**config.mk**
```make
export PLATFORM = sky130hd
export DESIGN_NAME = pipeline_hazard_ctrl
export DESIGN_NICKNAME = d
export VERILOG_FILES = /design/src/rtl/rv32i_types.sv /design/src/rtl/load_use_detect.sv /design/src/rtl/pipeline_hazard_ctrl.sv
export SDC_FILE = /design/constraint.sdc
export NUM_CORES = 1
export LEC_CHECK = 0
export CAP_MARGIN = 15
export CORE_UTILIZATION = 40
export CTS_BUF_LIST = sky130_fd_sc_hd__clkbuf_4 sky130_fd_sc_hd__clkbuf_8
export DETAILED_ROUTE_END_ITERATION = 8
export HOLD_SLACK_MARGIN = 0.03
export PLACE_DENSITY = 0.75
export SLEW_MARGIN = 25
export SYNTH_ARGS = -nofsm -noshare
export SYNTH_HDL_FRONTEND = slang
export SYNTH_HIERARCHICAL = 1
export SYNTH_SLANG_ARGS = --single-unit
```
**constraint.sdc**
```tcl
create_clock -name clk -period 4.1 [get_ports clk]
set_clock_uncertainty 0.2 [all_clocks]
set_input_delay 0.82 -clock clk [delete_from_list [all_inputs] [get_ports clk]]
set_output_delay 0.82 -clock clk [all_outputs]
set_load 0.01 [all_outputs]
```
**src/rtl/rv32i_types.sv**
```systemverilog
// Shared RV32I pipeline types: register-address width, hazard-controller FSM
// states and the bundled per-stage load/flush controls.
package rv32i_types;

    localparam int REG_ADDR_W = 5;

    typedef enum logic {
        RUN    = 1'b0,
        FREEZE = 1'b1
    } hazard_state_t;

    typedef struct packed {
        logic load_pc;
        logic load_if_id;
        logic load_id_ex;
        logic load_ex_mem;
        logic load_mem_wb;
        logic flush_if_id;
        logic flush_id_ex;
    } stage_ctrl_t;

endpackage

```
**src/rtl/load_use_detect.sv**
```systemverilog
// Combinational load-use comparator: the ID instruction reads a register that
// the load currently in EX has not yet produced.
module load_use_detect
    import rv32i_types::*;
(
    input  logic [REG_ADDR_W-1:0] id_rs1,
    input  logic [REG_ADDR_W-1:0] id_rs2,
    input  logic                  id_uses_rs1,
    input  logic                  id_uses_rs2,
    input  logic                  ex_is_load,
    input  logic [REG_ADDR_W-1:0] ex_rd,
    output logic                  hazard
);

    logic rs1_match;
    logic rs2_match;

    assign rs1_match = id_uses_rs1 && (id_rs1 == ex_rd);
    assign rs2_match = id_uses_rs2 && (id_rs2 == ex_rd);

    // x0 is hardwired to zero, so a load targeting it never creates a dependency
    assign hazard = ex_is_load && (ex_rd != '0) && (rs1_match || rs2_match);

endmodule

```
**src/rtl/pipeline_hazard_ctrl.sv**
```systemverilog
// Five-stage pipeline sequencing: merges memory waits, load-use stalls and
// branch redirects into per-stage enables; adds a freeze watchdog and counters.
module pipeline_hazard_ctrl
    import rv32i_types::*;
#(
    parameter int FREEZE_TIMEOUT = 256,
    parameter int CNT_W          = 32
) (
    input  logic                  clk,
    input  logic                  rst,
    input  logic                  imem_resp,
    input  logic                  dmem_op_mem,
    input  logic                  dmem_resp,
    input  logic [REG_ADDR_W-1:0] id_rs1,
    input  logic [REG_ADDR_W-1:0] id_rs2,
    input  logic                  id_uses_rs1,
    input  logic                  id_uses_rs2,
    input  logic                  ex_is_load,
    input  logic [REG_ADDR_W-1:0] ex_rd,
    input  logic                  ex_branch_taken,
    output logic                  load_pc,
    output logic                  load_if_id,
    output logic                  load_id_ex,
    output logic                  load_ex_mem,
    output logic                  load_mem_wb,
    output logic                  flush_if_id,
    output logic                  flush_id_ex,
    output logic                  freeze_timeout,
    output logic [CNT_W-1:0]      stall_cnt,
    output logic [CNT_W-1:0]      flush_cnt
);

    localparam int FL_W = $clog2(FREEZE_TIMEOUT) + 1;

    function automatic logic [CNT_W-1:0] sat_inc_cnt(input logic [CNT_W-1:0] v);
        return (&v) ? v : v + CNT_W'(1);
    endfunction

    function automatic logic [FL_W-1:0] sat_inc_len(input logic [FL_W-1:0] v);
        return (&v) ? v : v + FL_W'(1);
    endfunction

    hazard_state_t state_q, state_d;
    stage_ctrl_t   ctrl;
    logic          freeze_req;
    logic          load_use;
    logic          stall_evt;
    logic          flush_evt;
    logic [FL_W-1:0] freeze_len;

    load_use_detect u_load_use_detect (
        .id_rs1      (id_rs1),
        .id_rs2      (id_rs2),
        .id_uses_rs1 (id_uses_rs1),
        .id_uses_rs2 (id_uses_rs2),
        .ex_is_load  (ex_is_load),
        .ex_rd       (ex_rd),
        .hazard      (load_use)
    );

    assign freeze_req = !imem_resp || (dmem_op_mem && !dmem_resp);

    always_ff @(posedge clk) begin
        if (rst) state_q <= RUN;
        else     state_q <= state_d;
    end

    always_comb begin
        state_d = state_q;
        case (state_q)
            RUN:     if (freeze_req)  state_d = FREEZE;
            FREEZE:  if (!freeze_req) state_d = RUN;
            default: state_d = RUN;
        endcase
    end

    // Priority encoder: reset, freeze, branch redirect, load-use, normal flow
    always_comb begin
        ctrl      = '0;
        stall_evt = 1'b0;
        flush_evt = 1'b0;
        if (rst) begin
            ctrl = '0;
        end else if (freeze_req) begin
            stall_evt = 1'b1;
        end else if (ex_branch_taken) begin
            // Wrong-path ID instruction is squashed, so any load-use on it is moot
            ctrl      = '1;
            flush_evt = 1'b1;
        end else if (load_use) begin
            ctrl.load_id_ex  = 1'b1;
            ctrl.flush_id_ex = 1'b1;
            ctrl.load_ex_mem = 1'b1;
            ctrl.load_mem_wb = 1'b1;
            stall_evt        = 1'b1;
        end else begin
            ctrl.load_pc     = 1'b1;
            ctrl.load_if_id  = 1'b1;
            ctrl.load_id_ex  = 1'b1;
            ctrl.load_ex_mem = 1'b1;
            ctrl.load_mem_wb = 1'b1;
        end
    end

    assign load_pc     = ctrl.load_pc;
    assign load_if_id  = ctrl.load_if_id;
    assign load_id_ex  = ctrl.load_id_ex;
    assign load_ex_mem = ctrl.load_ex_mem;
    assign load_mem_wb = ctrl.load_mem_wb;
    assign flush_if_id = ctrl.flush_if_id;
    assign flush_id_ex = ctrl.flush_id_ex;

    // Watchdog counts every frozen cycle, including the one that leaves RUN
    always_ff @(posedge clk) begin
        if (rst) begin
            freeze_len     <= '0;
            freeze_timeout <= 1'b0;
        end else begin
            if (freeze_req)
                freeze_len <= sat_inc_len(freeze_len);
            else if (state_q == FREEZE)
                freeze_len <= '0;
            if (freeze_req && (freeze_len == FL_W'(FREEZE_TIMEOUT - 1)))
                freeze_timeout <= 1'b1;
        end
    end

    always_ff @(posedge clk) begin
        if (rst) begin
            stall_cnt <= '0;
            flush_cnt <= '0;
        end else begin
            if (stall_evt) stall_cnt <= sat_inc_cnt(stall_cnt);
            if (flush_evt) flush_cnt <= sat_inc_cnt(flush_cnt);
        end
    end

endmodule

```
# Word level (Yosys, flattened, before mapping)
# Index checks and enable logic that the tools add are counted.
# classes
muxes,16
n_bitwise,2
addsub,3
eq_ne,4
n_reduce_logical,18
# ops
operator,n
$add A32 B1 Y32 const B,2
$reduce_and A32 Y1,2
$mux W9,3
$mux W7,2
$eq A5 B5 Y1,2
$add A9 B1 Y9 const B,1
$eq A9 B8 Y1 const B,1
$mux W1,9
$reduce_and A9 Y1,1
$logic_and A1 B1 Y1,6
$reduce_and A2 Y1,3
$mux W5,1
$reduce_bool A5 Y1,1
$logic_not A1 Y1,2
$logic_or A1 B1 Y1,2
$mux W2,1
$ne A2 B2 Y1 const B,1
$not A1 Y1,2
$reduce_bool A2 Y1,1
# totals
elab_cells,48
reg_bits,75

# Longest topological paths before layout
# logic_depth
word_depth,9
mapped_depth,10
mapped_depth_nobuf,10

# Hierarchy
# The synthesis kept the hierarchy.
# modules_own_cells
mod,area_per_inst_um2,seq_area_each_um2,cells_per_inst,instances
pipeline_hazard_ctrl,3748.6,1501.4,449,1
load_use_detect,133.9,0.0,17,1

# Worst setup path after synthesis
# No wires, ideal clock.
# synth_timing
path_type,input to register
start,in ex_rd[0]
end,reg stall_cnt[25]
stages,10
slack_ns,0.884
setup_ns,0.121
n_path_buf,0
t_required_ns,3.779
arrival_time_ns,2.896
cell_sequence,xor2_1 nor4_2 nand3_1 a21oi_1 nand2b_1 a311oi_1 nor2b_1 o21ai_1 nor4_1 mux2_2
# synth_between
elab_chain_cells,9
elab_cells_between_ends,13
classes_between,eq/ne: 2; mux: 4; reduce/logical: 7
# synth_rtl
item,line,rtl
"start, declared",pipeline_hazard_ctrl.sv:19,"input logic [REG_ADDR_W-1:0] ex_rd,"
$eq A5 B5 Y1 (on tied branches),"load_use_detect.sv:18, load_use_detect.sv:19",
$logic_and A1 B1 Y1 (on tied branches),"load_use_detect.sv:18, load_use_detect.sv:19",
$logic_or A1 B1 Y1,load_use_detect.sv:22,assign hazard = ex_is_load && (ex_rd != '0) && (rs1_match || rs2_match);
$logic_and A1 B1 Y1 (*),load_use_detect.sv:22,
via load_use,pipeline_hazard_ctrl.sv:46,logic load_use;
$mux W1 (*),pipeline_hazard_ctrl.sv:90,end else if (load_use) begin
$mux W1 (*),pipeline_hazard_ctrl.sv:86,end else if (ex_branch_taken) begin
$mux W1 (*),pipeline_hazard_ctrl.sv:84,end else if (freeze_req) begin
$mux W1 (*),pipeline_hazard_ctrl.sv:82,if (rst) begin
$reduce_and A2 Y1 (no source line) (*),-,
"end signal, assigned",pipeline_hazard_ctrl.sv:133,if (stall_evt) stall_cnt <= sat_inc_cnt(stall_cnt);
"end, declared",pipeline_hazard_ctrl.sv:29,"output logic [CNT_W-1:0] stall_cnt,"
# The timed path passes the listed nets; every way through them passes the cells marked *.
# A chain may end at the register's enable or synchronous reset.

# Worst setup path after layout
# layout_timing
start,in ex_rd[2]
end,out load_if_id
# layout_between
elab_chain_cells,8
elab_cells_between_ends,12
classes_between,eq/ne: 2; mux: 4; reduce/logical: 6
# layout_rtl
item,line,rtl
$eq A5 B5 Y1 (on tied branches),"load_use_detect.sv:18, load_use_detect.sv:19",
$logic_and A1 B1 Y1 (on tied branches),"load_use_detect.sv:18, load_use_detect.sv:19",
$logic_or A1 B1 Y1,load_use_detect.sv:22,
$logic_and A1 B1 Y1 (*),load_use_detect.sv:22,
via load_use,pipeline_hazard_ctrl.sv:46,
$mux W2 (*),pipeline_hazard_ctrl.sv:90,
$mux W5 (*),pipeline_hazard_ctrl.sv:86,
$mux W7 (*),pipeline_hazard_ctrl.sv:84,
$mux W7 (*),pipeline_hazard_ctrl.sv:82,
"end, declared",pipeline_hazard_ctrl.sv:22,"output logic load_if_id,"
# Marks and branches as above.

==> key figures <==
Clock network
  • CTS buffer count: 9
  • Max Buffers Root-to-Sink: 2
  • Root buffer cell: clkbuf_8
  • Clock sinks: between 70 and 80
  • TritonCTS clock tree: built
  • H-Tree Depth: 3
  • Hold buffers post-CTS: 0
  • Worst skew pair latency: between 0.3 and 0.4 ns
  • Worst-path clk slew: roughly 0.080 ns

Worst setup path
  • Worst-path cell chain: clkdlybuf4s50_1 -> xor2_1 -> nor4_1 -> nand3_1 -> a21oi_2 -> nand2b_1 -> and2_1 -> clkdlybuf4s50_1
  • Startpoint Class: input port
  • Critical path's most frequent cell: clkdlybuf4s50_1
  • R2R cell count: 5
  • Worst Path Arrival: between 2 and 3 ns
  • Worst path slowest cell: clkdlybuf4s50_1
  • Worst Path Max Fanout: 3
  • Critical path type: input port to output port
  • CP max stage delay: about 0.47 ns
  • Critical Path RT: 3.08 ns
  • Setup crit end kind: output port

Outcome
  • Run status: completed

Yosys
  • Seq cells post-synth: 75
  • EDFF count, synth: 0
  • Synth Flop Type: dfxtp_1
  • Netlist cell types: 51
  • Register area share after synthesis: 0.3867
  • Avg Cell Area, Syn: approximately 8.3 um^2
  • Post-Synthesis Cell Area: about 0.0039 mm^2
  • YS warnings: 6
  • Synth area leaders: dfxtp_1, xor2_1, nor2_1
  • Syn_nets: between 400 and 500
  • Synth area leader: dfxtp_1
  • Synth top area share: 0.3867
  • Cells after Synth: between 400 and 500
  • Asr flop ratio synth: 0

Placement
  • DPL Wire Length: 6.811 mm
  • Buffers on Ports: between 90 and 100
  • Final Wtd Congestion: 0.8414

Run
  • Max_cap viols: 0

Cells and area
  • Core Util, Final: 0.5502
  • Filler Cells Inserted: 902
  • Sequential Area: approximately 0.0015 mm^2
  • NumNets Final: 588
  • Area grow syn2layout: 32.19%
  • Layout cells sized above 1: 0.06738
  • Area of the multi-input gates: 0.002257 mm^2
  • ANT cells: 0

Timing
  • Final setup TNS: 0 ns
  • Fin crit period: approximately 4 ns
  • Final worst-path cycle share: 0.9477
  • Max_slew headroom: 0.5872
  • Fmax: between 200 and 300 MHz
  • Final setup violation count: 0
  • RSZ-0062 raised after global routing: no
  • Final Hold Viols: 0
  • Slew Limit Fails: 0
  • Least-Margin Pin Slew: just over 0.6 ns

Power and ir drop
  • Sequential Power Share: 0.526
  • Combinational Power Share: 0.070
  • PD cells: 274.3 mW/mm^2
  • Leak pwr: around 1.7 nW
  • Switching power: 0.0003262 W
  • Switching part of the total power: 0.2317
  • Clock Power Share: 0.404
  • Internal power: about 0.0011 W
  • Peak VDD IR: 175.1 uV

GRT
  • First-pass GRT wire length: between 15 and 20 mm
  • Vias in the first global route: 3,283
  • Largest net degree at the start of global routing: 62
  • Total gr overflow: 0
  • All-layer global routing usage: 0.1885
  • Initial antenna violation count: 0

Routing
  • DRC viols: 0
  • Router iterations before antenna repair: 5
  • Vias per cell: 5.317
  • DR vias: about 3,700
  • DR iter-0 viols: approximately 160
  • Detailed Route WL: ~9.3 mm
  • Routed WL per cell: approximately 13 um
  • Remaining antenna violation count after routing: 0

Floorplanning
  • Initial Util: 0.4162
  • Row count: 35
  • Die Ht: between 100 and 150 um
  • Width of the die: between 100 and 150 um
  • Die area: 0.01010 mm^2
  • I/O pin count: 96
  • CORE AREA: between 0.009 and 0.01 mm^2

Hold path
  • Worst hold-check path type: flop to flop
  • WHS Path Cells: 1
-- cell families after synthesis --
logic type	Yosys count	synth area share
AOI/OAI and AO/OA	46	0.07444
xor gates and xnor gates	63	0.1421
adders and majority gates	5	0.01611
buffers and inverters	24	0.03287
DFF	75	0.3867
muxes	6	0.01611
and+or+nand+nor	247	0.3316
-- cells in the final DEF (no fill, tap or decap), types with 7 or more instances in the layout --
cell             Yosys  routed
nor3_1              17      17
clkdlybuf4s50_1      0      94
or3_1                7       7
nor4_1              14      14
clkbuf_8             1      10
nand3_1             30      30
nor2_1              75      75
dfxtp_1             75      75
o21ai_0             11      11
and4_1               7       7
nor2b_1              7       7
a21oi_1             15      14
xor2_1              35      35
xnor2_1             28      28
nand2_1             30      30
nand4_1             27      27
-- area by class of cell --
cell class	instances	area share
multi-input combinational	367	0.4398
sequential	75	0.2925
timing repair buffer	101	0.1931
tap	129	0.03145
clock buffer	10	0.02682
clock inverter	6	0.01268
inverter	5	0.003657
-- worst paths after layout --
check | slack (ns) | end | start
setup / recovery | 0.21 | load_if_id | ex_rd[2]
hold / removal | 0.28 | freeze_len[7]$_SDFFE_PP0P_ | state_q$_SDFF_PP0_
hold reg to reg | 0.28 | freeze_len[7]$_SDFFE_PP0P_ | state_q$_SDFF_PP0_
setup reg to reg | 1.40 | stall_cnt[1]$_SDFFE_PP0P_ | stall_cnt[15]$_SDFFE_PP0P_
-- through the flow --
step | hold WS [ns] | cell area, um^2 | setup slack (ns) | std cells | power [W]
after floorplan | 0.2367 | 3882 | 0.8835 | 466 | 0.0008084
final | 0.2844 | 5132 | 0.2143 | 693 | 0.001408
after global routing | 0.3125 | 5132 | 0.05635 | 693 | 0.001463
after CTS | 0.2865 | 5129 | 0.1549 | 693 | 0.001425
after detailed placement | 0.2655 | 4926 | 0.1653 | 677 | 0.0008565
after global placement | 0.2548 | 4926 | 0.2160 | 677 | 0.0008542
-- worst max-delay path: cells and delay by family --
family	cells	cell delay, ns
xor+xnor	1	0.19
buf+inv	2	0.94
simple gates	4	0.74
compound gates	1	0.18
-- routing by layer --
metal	up-vias	share of wire	GRT usage
li1	1845	-	-
met1	1677	0.47	0.2510
met2	148	0.45	0.3035
met3	15	0.059	0.04438
met4	0	0.016	0.05686
met5	-	0	0
-- sequential cells by signal, indices dropped and copies added (netlist names) --
register        flops
state_q             1
freeze_timeout      1
stall_cnt          32
freeze_len          9
flush_cnt          32
-- power by group through the flow --
stage / logic (W) / registers, W / clock network (W)
4_1_cts: 0.0000999 / 0.000740 / 0.000585
3_5_place_dp: 0.0000994 / 0.000757 / 0
3_3_place_gp: 0.0000972 / 0.000757 / 0
2_1_floorplan: 0.0000507 / 0.000758 / 0
6_report: 0.0000991 / 0.000740 / 0.000569
5_1_grt: 0.000107 / 0.000741 / 0.000615
-- cell usage after synthesis (11+ instances only) --
cell and n:
a21oi_1 15, nand2_1 30, clkbuf_1 11, o21ai_0 11
xnor2_1 28, nor3_1 17, nor4_1 14, dfxtp_1 75
nor2_1 75, nand4_1 27, xor2_1 35, nand3_1 30
-- what timing repair did --
item,in CTS,in global routing
setup endpoints to repair,0,2
buffers inserted,0,0
resized for setup,0,1
Note: power is estimated with default switching activity, not from simulation.
